`config.mk`:
```
export PLATFORM = sky130hd
export DESIGN_NAME = t06_multi_tick_gen
export DESIGN_NICKNAME = d
export VERILOG_FILES = /design/src/rtl/t06_multi_tick_gen.sv
export SDC_FILE = /design/constraint.sdc
export NUM_CORES = 1
export LEC_CHECK = 0
export CORE_MARGIN = 10
export CORE_UTILIZATION = 29
export CTS_BUF_LIST = sky130_fd_sc_hd__clkbuf_8
export DETAILED_ROUTE_END_ITERATION = 7
export SYNTH_ARGS = -nofsm -noshare
export SYNTH_HDL_FRONTEND = slang
export SYNTH_SLANG_ARGS = --single-unit
```
`constraint.sdc`:
```
create_clock -name clk -period 2.44 [get_ports clk]
set_input_delay 0.244 -clock clk [delete_from_list [all_inputs] [get_ports clk]]
set_output_delay 0.244 -clock clk [all_outputs]
set_load 0.05 [all_outputs]
```
`src/rtl/t06_multi_tick_gen.sv`:
```
// Multi-channel programmable tick generator: NCH independent IDLE/RUN counters, each with a one-cycle terminal tick.
// Optional per-channel 8-bit tick counters are enabled by defining T06_TICK_GEN_CNT_EN.
module t06_multi_tick_gen #(
  parameter int NCH   = 4,
  parameter int WIDTH = 16
) (
  input  logic                 clk,
  input  logic                 nrst,
  input  logic [NCH*WIDTH-1:0] max_i,
  input  logic [NCH-1:0]       en_i,
  input  logic [NCH-1:0]       oneshot_i,
  input  logic [NCH-1:0]       start_i,
  input  logic [NCH-1:0]       stop_i,
  output logic [NCH-1:0]       tick_o,
  output logic [NCH-1:0]       busy_o
`ifdef T06_TICK_GEN_CNT_EN
  ,
  output logic [NCH*8-1:0]     tick_cnt_o
`endif
);

  typedef enum logic {
    IDLE = 1'b0,
    RUN  = 1'b1
  } state_t;

  localparam logic [WIDTH-1:0] ONE = {{(WIDTH-1){1'b0}}, 1'b1};

  for (genvar k = 0; k < NCH; k++) begin : g_ch
    state_t           state, state_nxt;
    logic [WIDTH-1:0] count, count_nxt;
    logic [WIDTH-1:0] max_k;
    logic             at_max;

    assign max_k  = max_i[k*WIDTH +: WIDTH];
    // Unsigned >= so a max lowered below the running count still terminates promptly.
    assign at_max = (count >= max_k);

    assign tick_o[k] = (state == RUN) && en_i[k] && at_max;
    assign busy_o[k] = (state == RUN);

    always_ff @(posedge clk) begin
      if (!nrst) begin
        state <= IDLE;
        count <= '0;
      end else begin
        state <= state_nxt;
        count <= count_nxt;
      end
    end

    always_comb begin
      state_nxt = state;
      count_nxt = count;
      case (state)
        IDLE: begin
          count_nxt = '0;
          if (start_i[k] && !stop_i[k]) state_nxt = RUN;
        end
        RUN: begin
          if (stop_i[k]) begin
            state_nxt = IDLE;
            count_nxt = '0;
          end else if (start_i[k]) begin
            count_nxt = '0;
          end else if (en_i[k]) begin
            if (at_max) begin
              count_nxt = '0;
              if (oneshot_i[k]) state_nxt = IDLE;
            end else begin
              count_nxt = count + ONE;
            end
          end
        end
        default: begin
          state_nxt = IDLE;
          count_nxt = '0;
        end
      endcase
    end

`ifdef T06_TICK_GEN_CNT_EN
    logic [7:0] tick_cnt;

    // A start on the channel clears the count even if a tick lands in the same cycle.
    always_ff @(posedge clk) begin
      if (!nrst)           tick_cnt <= 8'd0;
      else if (start_i[k]) tick_cnt <= 8'd0;
      else if (tick_o[k])  tick_cnt <= tick_cnt + 8'd1;
    end

    assign tick_cnt_o[k*8 +: 8] = tick_cnt;
`endif
  end

endmodule

```
==> results.py, run 1 <==
metrics = {
    "outcome": {
        "status": "finished, violations left",
        "violations": "negative setup slack",
    },
    "floorplanning": {
        "io_pins": 90,
        "die_area_sq_um": 22300,
        "rows": 47,
        "initial_core_util_pct": 29.5,
        "die_h_um": 149,
        "coreArea_sq_um": 16500,
        "fp.dieW_um": 149,
    },
    "cts": {
        "cts_hold_buf": 0,
        "cts_root_buf": "clkbuf_8",
        "cts_tree": "done",
        "cts_made_buffers": 9,
        "max-clock-path-buffers": 2,
        "cts_htree_levels": 3,
        "clock-sinks": 68,
        "clkLatencyLatePin_ns": 0.35,
        "clk_pin_slew_ns": 0.08,
    },
    "final_layout": {
        "nNetsFinal": 897,
        "antenna_cells": 0,
        "design_area_sq_um": 6910,
        "final_util_pct": 42.0,
        "area_growth_pct": 42.4,
        "drive_gt1_share_pct": 18.7,
    },
    "placed_design": {
        "numPortBuffers": 89,
        "place.gp.congestion": 0.756,
        "place_ws_ns": -0.364,
        "dp_hpwl_um": 9810,
        "placed_area_sq_um": 6250,
    },
    "setup_path": {
        "startpoint": "g_ch[2].count[14]",
        "cp_top_family": "simple AND/OR/NAND/NOR gates",
        "cp_slowest_cell": "or4b_4",
        "cp-end-kind": "output port",
        "r2r_slack_ns": 0.13,
        "crit_required_ns": 2.20,
        "r2r_end": "g_ch[3].count[14]",
        "worstPathArrival_ns": 2.28,
        "path_buf_inv": 1,
        "critical_path_class": "reg -> out",
        "path_max_fanout": 4,
        "cp-start-kind": "register",
        "reg2reg_depth": 11,
        "critPathCapture": "tick_o[2]",
        "cp_num_cells": 7,
        "critPathMaxStageDelay_ns": 0.48,
        "worstPathCellList": "ha_4 -> nand4_1 -> nor3_2 -> or4b_4 -> a31o_4 -> nor2_4 -> buf_12",
        "reg2reg_from": "g_ch[3].count[0]",
    },
    "global_routing": {
        "grt_pass1_wl_um": 21100,
        "gr-total-overflow": 0,
        "grt_pass1_vias": 4549,
        "antenna_found_initial": 0,
        "grt_usage_pct": 11.4,
        "grt_max_degree": 15,
    },
    "timing": {
        "rsz0062_at_grt": "yes",
        "slew_headroom_pct": 55.4,
        "tightest_slew_ns": 0.664,
        "final-setup-viol-count": 2,
        "tns_ns": -0.108,
        "layout_setup_ws_ns": -0.0884,
        "maxSlewViolCount": 0,
        "fin_crit_sh_pct": 104,
        "fmax_ghz": 0.395,
        "finalHoldViolCount": 0,
        "period_needed_ns": 2.53,
        "finClkSkew_ns": 0.0126,
        "timing.hold.ws_ns": 0.487,
    },
    "drt": {
        "drc_errors": 0,
        "ant_nets": 0,
        "num_vias": 4516,
        "routed_wl_um": 12500,
        "first_iter_violations": 174,
        "first_pass_iters": 5,
        "wire_per_inst_um": 12.8,
        "viasPerCell": 4.66,
    },
    "logic_synthesis": {
        "netlist_instances": 604,
        "synth.top_cell.area_share_pct": 28.1,
        "synth_area_leaders": "dfxtp_1 28%, ha_1 18%, xor2_1 6.0%",
        "yosysWarnings": 0,
        "synth_edf_count": 0,
        "synth_cell_types": 61,
        "synth-seq-cells": 68,
        "synth_most_common_cell": "inv_1",
        "synth_area_sq_um": 4850,
        "synth.net_count": 754,
        "yosysSeqAreaShare_pct": 28.1,
        "yosys.area.top_type": "dfxtp_1",
        "avgSynthCellArea_sq_um": 8.03,
        "yosys-top-cells-count": "75 x inv_1, 68 x dfxtp_1, 68 x ha_1",
        "async_flop_share_pct": 0,
        "synthFlopType": "dfxtp_1",
    },
    "pwr": {
        "leakagePower_nw": 2.97,
        "peakVddDrop_mv": 0.235,
        "power_density_nw_per_um2": 323,
    },
    "worst_hold_path": {
        "hp-class": "in -> reg",
    },
    "flow_run": {
        "timing.max_cap.violations": 0,
    },
}
## what timing repair did
item                       4_1_cts  5_1_grt
pin swaps                       25       24
gates resized for setup         50       38
setup buffers                   11        4
setup endpoints to repair        9        9
## routing by layer
layer  GRT usage (%)  up-vias  routed length (um)  part of all wire (%)
met3            2.49       12                 477                   3.8
met1            14.5     2033                6030                    48
met4            3.68        0                 164                   1.3
li1                -     2388                   -                     -
met2            18.7       83                5780                    46
met5               0        -                   0                     0
## registers in the layout (all words and copies together), names as in the netlist
register	cells
g_ch.state	4
g_ch.count	64
## area by class of cell
type,count,area (sq um)
Inverter,75,282
Tap cell,220,275
Timing Repair Buffer,139,1300
Clock buffer,10,138
Sequential cell,68,1400
Fill cell,1646,9560
Clock inverter,4,18.8
Multi-Input combinational cell,454,3500
## where the power goes
| part | leakage, nW | internal, W | switching [W] | total (W) |
|---|---|---|---|---|
| combinational | 2.32 | 0.000193 | 0.000128 | 0.000321 |
| sequential | 0.558 | 0.00111 | 0.00000461 | 0.00111 |
| clock | 0.0890 | 0.000376 | 0.000424 | 0.000800 |
## kinds of logic (layout without fill, tap and decap cells)
kind of cell | Yosys count | count (layout) | synth area share (%)
buf+inv | 82 | 228 | 6.84
flops | 68 | 68 | 28.1
fa+ha+maj | 68 | 68 | 17.5
compound gates | 97 | 97 | 13.1
simple gates | 246 | 246 | 26.7
xor+xnor | 43 | 43 | 7.76
## layout by cell type (no fill, tap or decap), types with 12 or more instances in the layout
cell             synthesis  routed
ha_1                    68      52
clkdlybuf4s50_1          0      76
a21oi_1                 29      28
and3_1                  13      12
nand3_1                 25      25
nor2_1                  61      59
inv_1                   75      67
xor2_1                  33      33
buf_4                    4      50
o21ai_0                 18      15
nand2_1                 54      53
ha_4                     0      16
dfxtp_1                 68      52
nand4_1                 24      24
## worst min-delay path by stage
stage | startpoint | to | slack [ns] | cells after the start
2_1_floorplan | stop_i[1] | g_ch[1].state | 0.32 | 1
3_3_place_gp | g_ch[1].count[15] | g_ch[1].count[15] | 0.49 | 2
3_5_place_dp | g_ch[1].count[15] | g_ch[1].count[15] | 0.49 | 2
4_1_cts | oneshot_i[3] | g_ch[3].state | 0.46 | 2
5_1_grt | oneshot_i[3] | g_ch[3].state | 0.47 | 2
6_report | oneshot_i[3] | g_ch[3].state | 0.49 | 2
## metrics by stage
stage | power [W] | instances
after detailed placement | 0.00143 | 941
after floorplan | 0.00125 | 604
after CTS | 0.00227 | 966
final | 0.00223 | 970
after global routing | 0.00237 | 970
after global placement | 0.00143 | 941
Power figures use the tool's default switching activity.
==> run 2: changes to the inputs <==
Settings changed: CORE_UTILIZATION 29 to 55, PLACE_DENSITY set to 0.83.
Clock period 2.44 ns to 2.7 ns, I/O delays scaled along.
==> run 2 against run 1 <==
The flow now finishes without violations. Clock skew decreased by 0.0021 ns. Via count grew 1.5%. Sequential power down 9%. Worst hold slack gained 0.0056 ns. First-iteration DRC count increased by 28%. Critical path depth unchanged. Die area decreased by 42%. Register-to-register slack gained 0.21 ns.
==> results.py, run 2 (synthesis gave the netlist of run 1 again) <==
metrics = {
    "outcome": {
        "status": "completed",
    },
    "cts": {
        "cts_htree_levels": 3,
        "cts_tree": "done",
        "clkLatencyLatePin_ns": 0.34,
        "clk_pin_slew_ns": 0.08,
        "cts_made_buffers": 9,
        "cts_hold_buf": 0,
        "max-clock-path-buffers": 2,
        "clock-sinks": 68,
        "cts_root_buf": "clkbuf_8",
    },
    "drt": {
        "ant_nets": 0,
        "first_pass_iters": 7,
        "wire_per_inst_um": 14.7,
        "routed_wl_um": 12100,
        "num_vias": 4582,
        "viasPerCell": 5.54,
        "first_iter_violations": 223,
        "top_layer_used": "met4",
        "drc_errors": 0,
        "wl_met2_um": 6020,
        "wl_met3_um": 636,
        "met1_length_um": 5230,
    },
    "setup_path": {
        "r2r_slack_ns": 0.34,
        "reg2reg_from": "g_ch[2].count[0]",
        "cp-end-kind": "output port",
        "worstPathArrival_ns": 2.38,
        "path_max_fanout": 4,
        "worstPathCellList": "ha_4 -> nand4_1 -> nor3_1 -> or4b_4 -> a31o_4 -> nor2_4 -> buf_12",
        "cp_top_family": "simple AND/OR/NAND/NOR gates",
        "cp_slowest_cell": "or4b_4",
        "critPathMaxStageDelay_ns": 0.51,
        "path_buf_inv": 1,
        "cp-start-kind": "register",
        "r2r_end": "g_ch[2].count[14]",
        "critical_path_class": "reg -> out",
        "reg2reg_depth": 9,
        "crit_required_ns": 2.43,
    },
    "final_layout": {
        "fillers": 609,
        "ff_latch_area_sq_um": 1370,
        "drive_gt1_share_pct": 10.6,
        "stdcell_count": 827,
        "final_util_pct": 74.5,
        "layout_common_cells": "77 x clkdlybuf4s50_1, 69 x inv_1, 62 x ha_1, 62 x dfxtp_1, 60 x nor2_1",
        "layout_commonest_cell": "clkdlybuf4s50_1",
        "area_growth_pct": 32.6,
        "largest_registers": "g_ch.count x64, g_ch.state x4",
        "nNetsFinal": 864,
        "design_area_sq_um": 6430,
        "antenna_cells": 0,
        "regMostFlops": "g_ch.count",
        "multi_input_area_sq_um": 3320,
        "largest_register_ffs": 64,
    },
    "timing": {
        "period_needed_ns": 2.65,
        "fmax_ghz": 0.377,
        "tns_ns": 0,
        "maxSlewViolCount": 0,
        "final-setup-viol-count": 0,
        "tightest_slew_ns": 0.656,
        "finalHoldViolCount": 0,
        "finClkSkew_ns": 0.0105,
        "slew_headroom_pct": 55.9,
        "fin_crit_sh_pct": 98.2,
    },
    "pwr": {
        "p_sw_w": 0.000517,
        "power_frac_seq_pct": 42.2,
        "p_total_w": 0.00239,
        "leakagePower_nw": 2.85,
        "peakVddDrop_mv": 0.338,
        "internal-power_w": 0.00187,
        "sw_frac_of_total_pct": 21.6,
        "clkPwrFrac_pct": 46.4,
        "power_density_nw_per_um2": 372,
        "p_comb_share_pct": 11.4,
    },
    "global_routing": {
        "antenna_found_initial": 0,
        "grt_max_degree": 15,
        "grt_usage_pct": 17.9,
        "grt_pass1_vias": 4578,
        "grt_pass1_wl_um": 19800,
        "gr-total-overflow": 0,
    },
    "placed_design": {
        "placed_area_sq_um": 5940,
        "placed_cells": 807,
        "place.gp.congestion": 0.892,
        "numPortBuffers": 89,
        "dp_hpwl_um": 9510,
    },
    "floorplanning": {
        "io_pins": 90,
        "fp.dieW_um": 114,
        "die_h_um": 114,
        "die_area_sq_um": 13000,
        "initial_core_util_pct": 56.2,
        "rows": 34,
        "coreArea_sq_um": 8640,
    },
    "worst_hold_path": {
        "hp-class": "reg -> reg",
        "whs_endpoint": "g_ch[1].count[0]",
        "hold_depth": 2,
        "hp-start": "g_ch[1].count[0]",
    },
    "flow_run": {
        "timing.max_cap.violations": 0,
    },
}
-- run 2: worst max-delay path by stage --
stage                                 start        end  slack [ns]  depth (start not counted)
final                     g_ch[2].count[15]  tick_o[2]        0.05                          7
after global routing      g_ch[2].count[15]  tick_o[2]       -0.03                          7
after CTS                         max_i[41]  tick_o[2]       0.008                          9
after detailed placement          max_i[41]  tick_o[2]       -0.09                          9
after global placement            max_i[45]  tick_o[2]        0.02                          9
after floorplan           g_ch[2].count[13]  tick_o[2]        0.09                          6
-- run 2: power groups by stage --
stage,Combinational [W],Clock [W],Sequential [W]
3_3_place_gp,0.000245,0,0.00103
6_report,0.000272,0.00111,0.00101
5_1_grt,0.000300,0.00117,0.00101
4_1_cts,0.000261,0.00112,0.00101
3_5_place_dp,0.000256,0,0.00103
2_1_floorplan,0.000101,0,0.00103
-- run 2: tightest hold or removal path, delay by kind of cell (launching register included) --
family          cells  cell delay (ns)
compound gates      1             0.05
flops               1             0.34
simple gates        1             0.07
-- run 2: layer usage --
layer / track usage (%) / vias to the layer above
met2: 31.2 / 130
met1: 20.5 / 2107
li1: - / 2318
met4: 7.35 / 0
met5: 0 / -
met3: 4.36 / 27
-- run 2: repair_timing --
| action | 4_1_cts | 5_1_grt |
|---|---|---|
| pin swaps | 1 | 16 |
| gates resized for setup | 8 | 36 |
| setup endpoints to repair | 3 | 4 |
| buffers inserted | 0 | 4 |
-- run 2: area by class of cell --
type	instances	area share, %
multi-input cells	454	51.6
inverters	75	4.38
well taps	108	2.10
clock inverters	7	2.16
repair buffers	106	16.5
flip-flops and latches	68	21.3
clock buffers	9	1.93
-- run 2: through the flow --
stage,setup slack (ns),hold WS (ns)
after floorplan,0.0949,0.341
after global placement,0.0175,0.487
after detailed placement,-0.0897,0.490
after CTS,0.00767,0.504
after global routing,-0.0344,0.516
final,0.0496,0.493
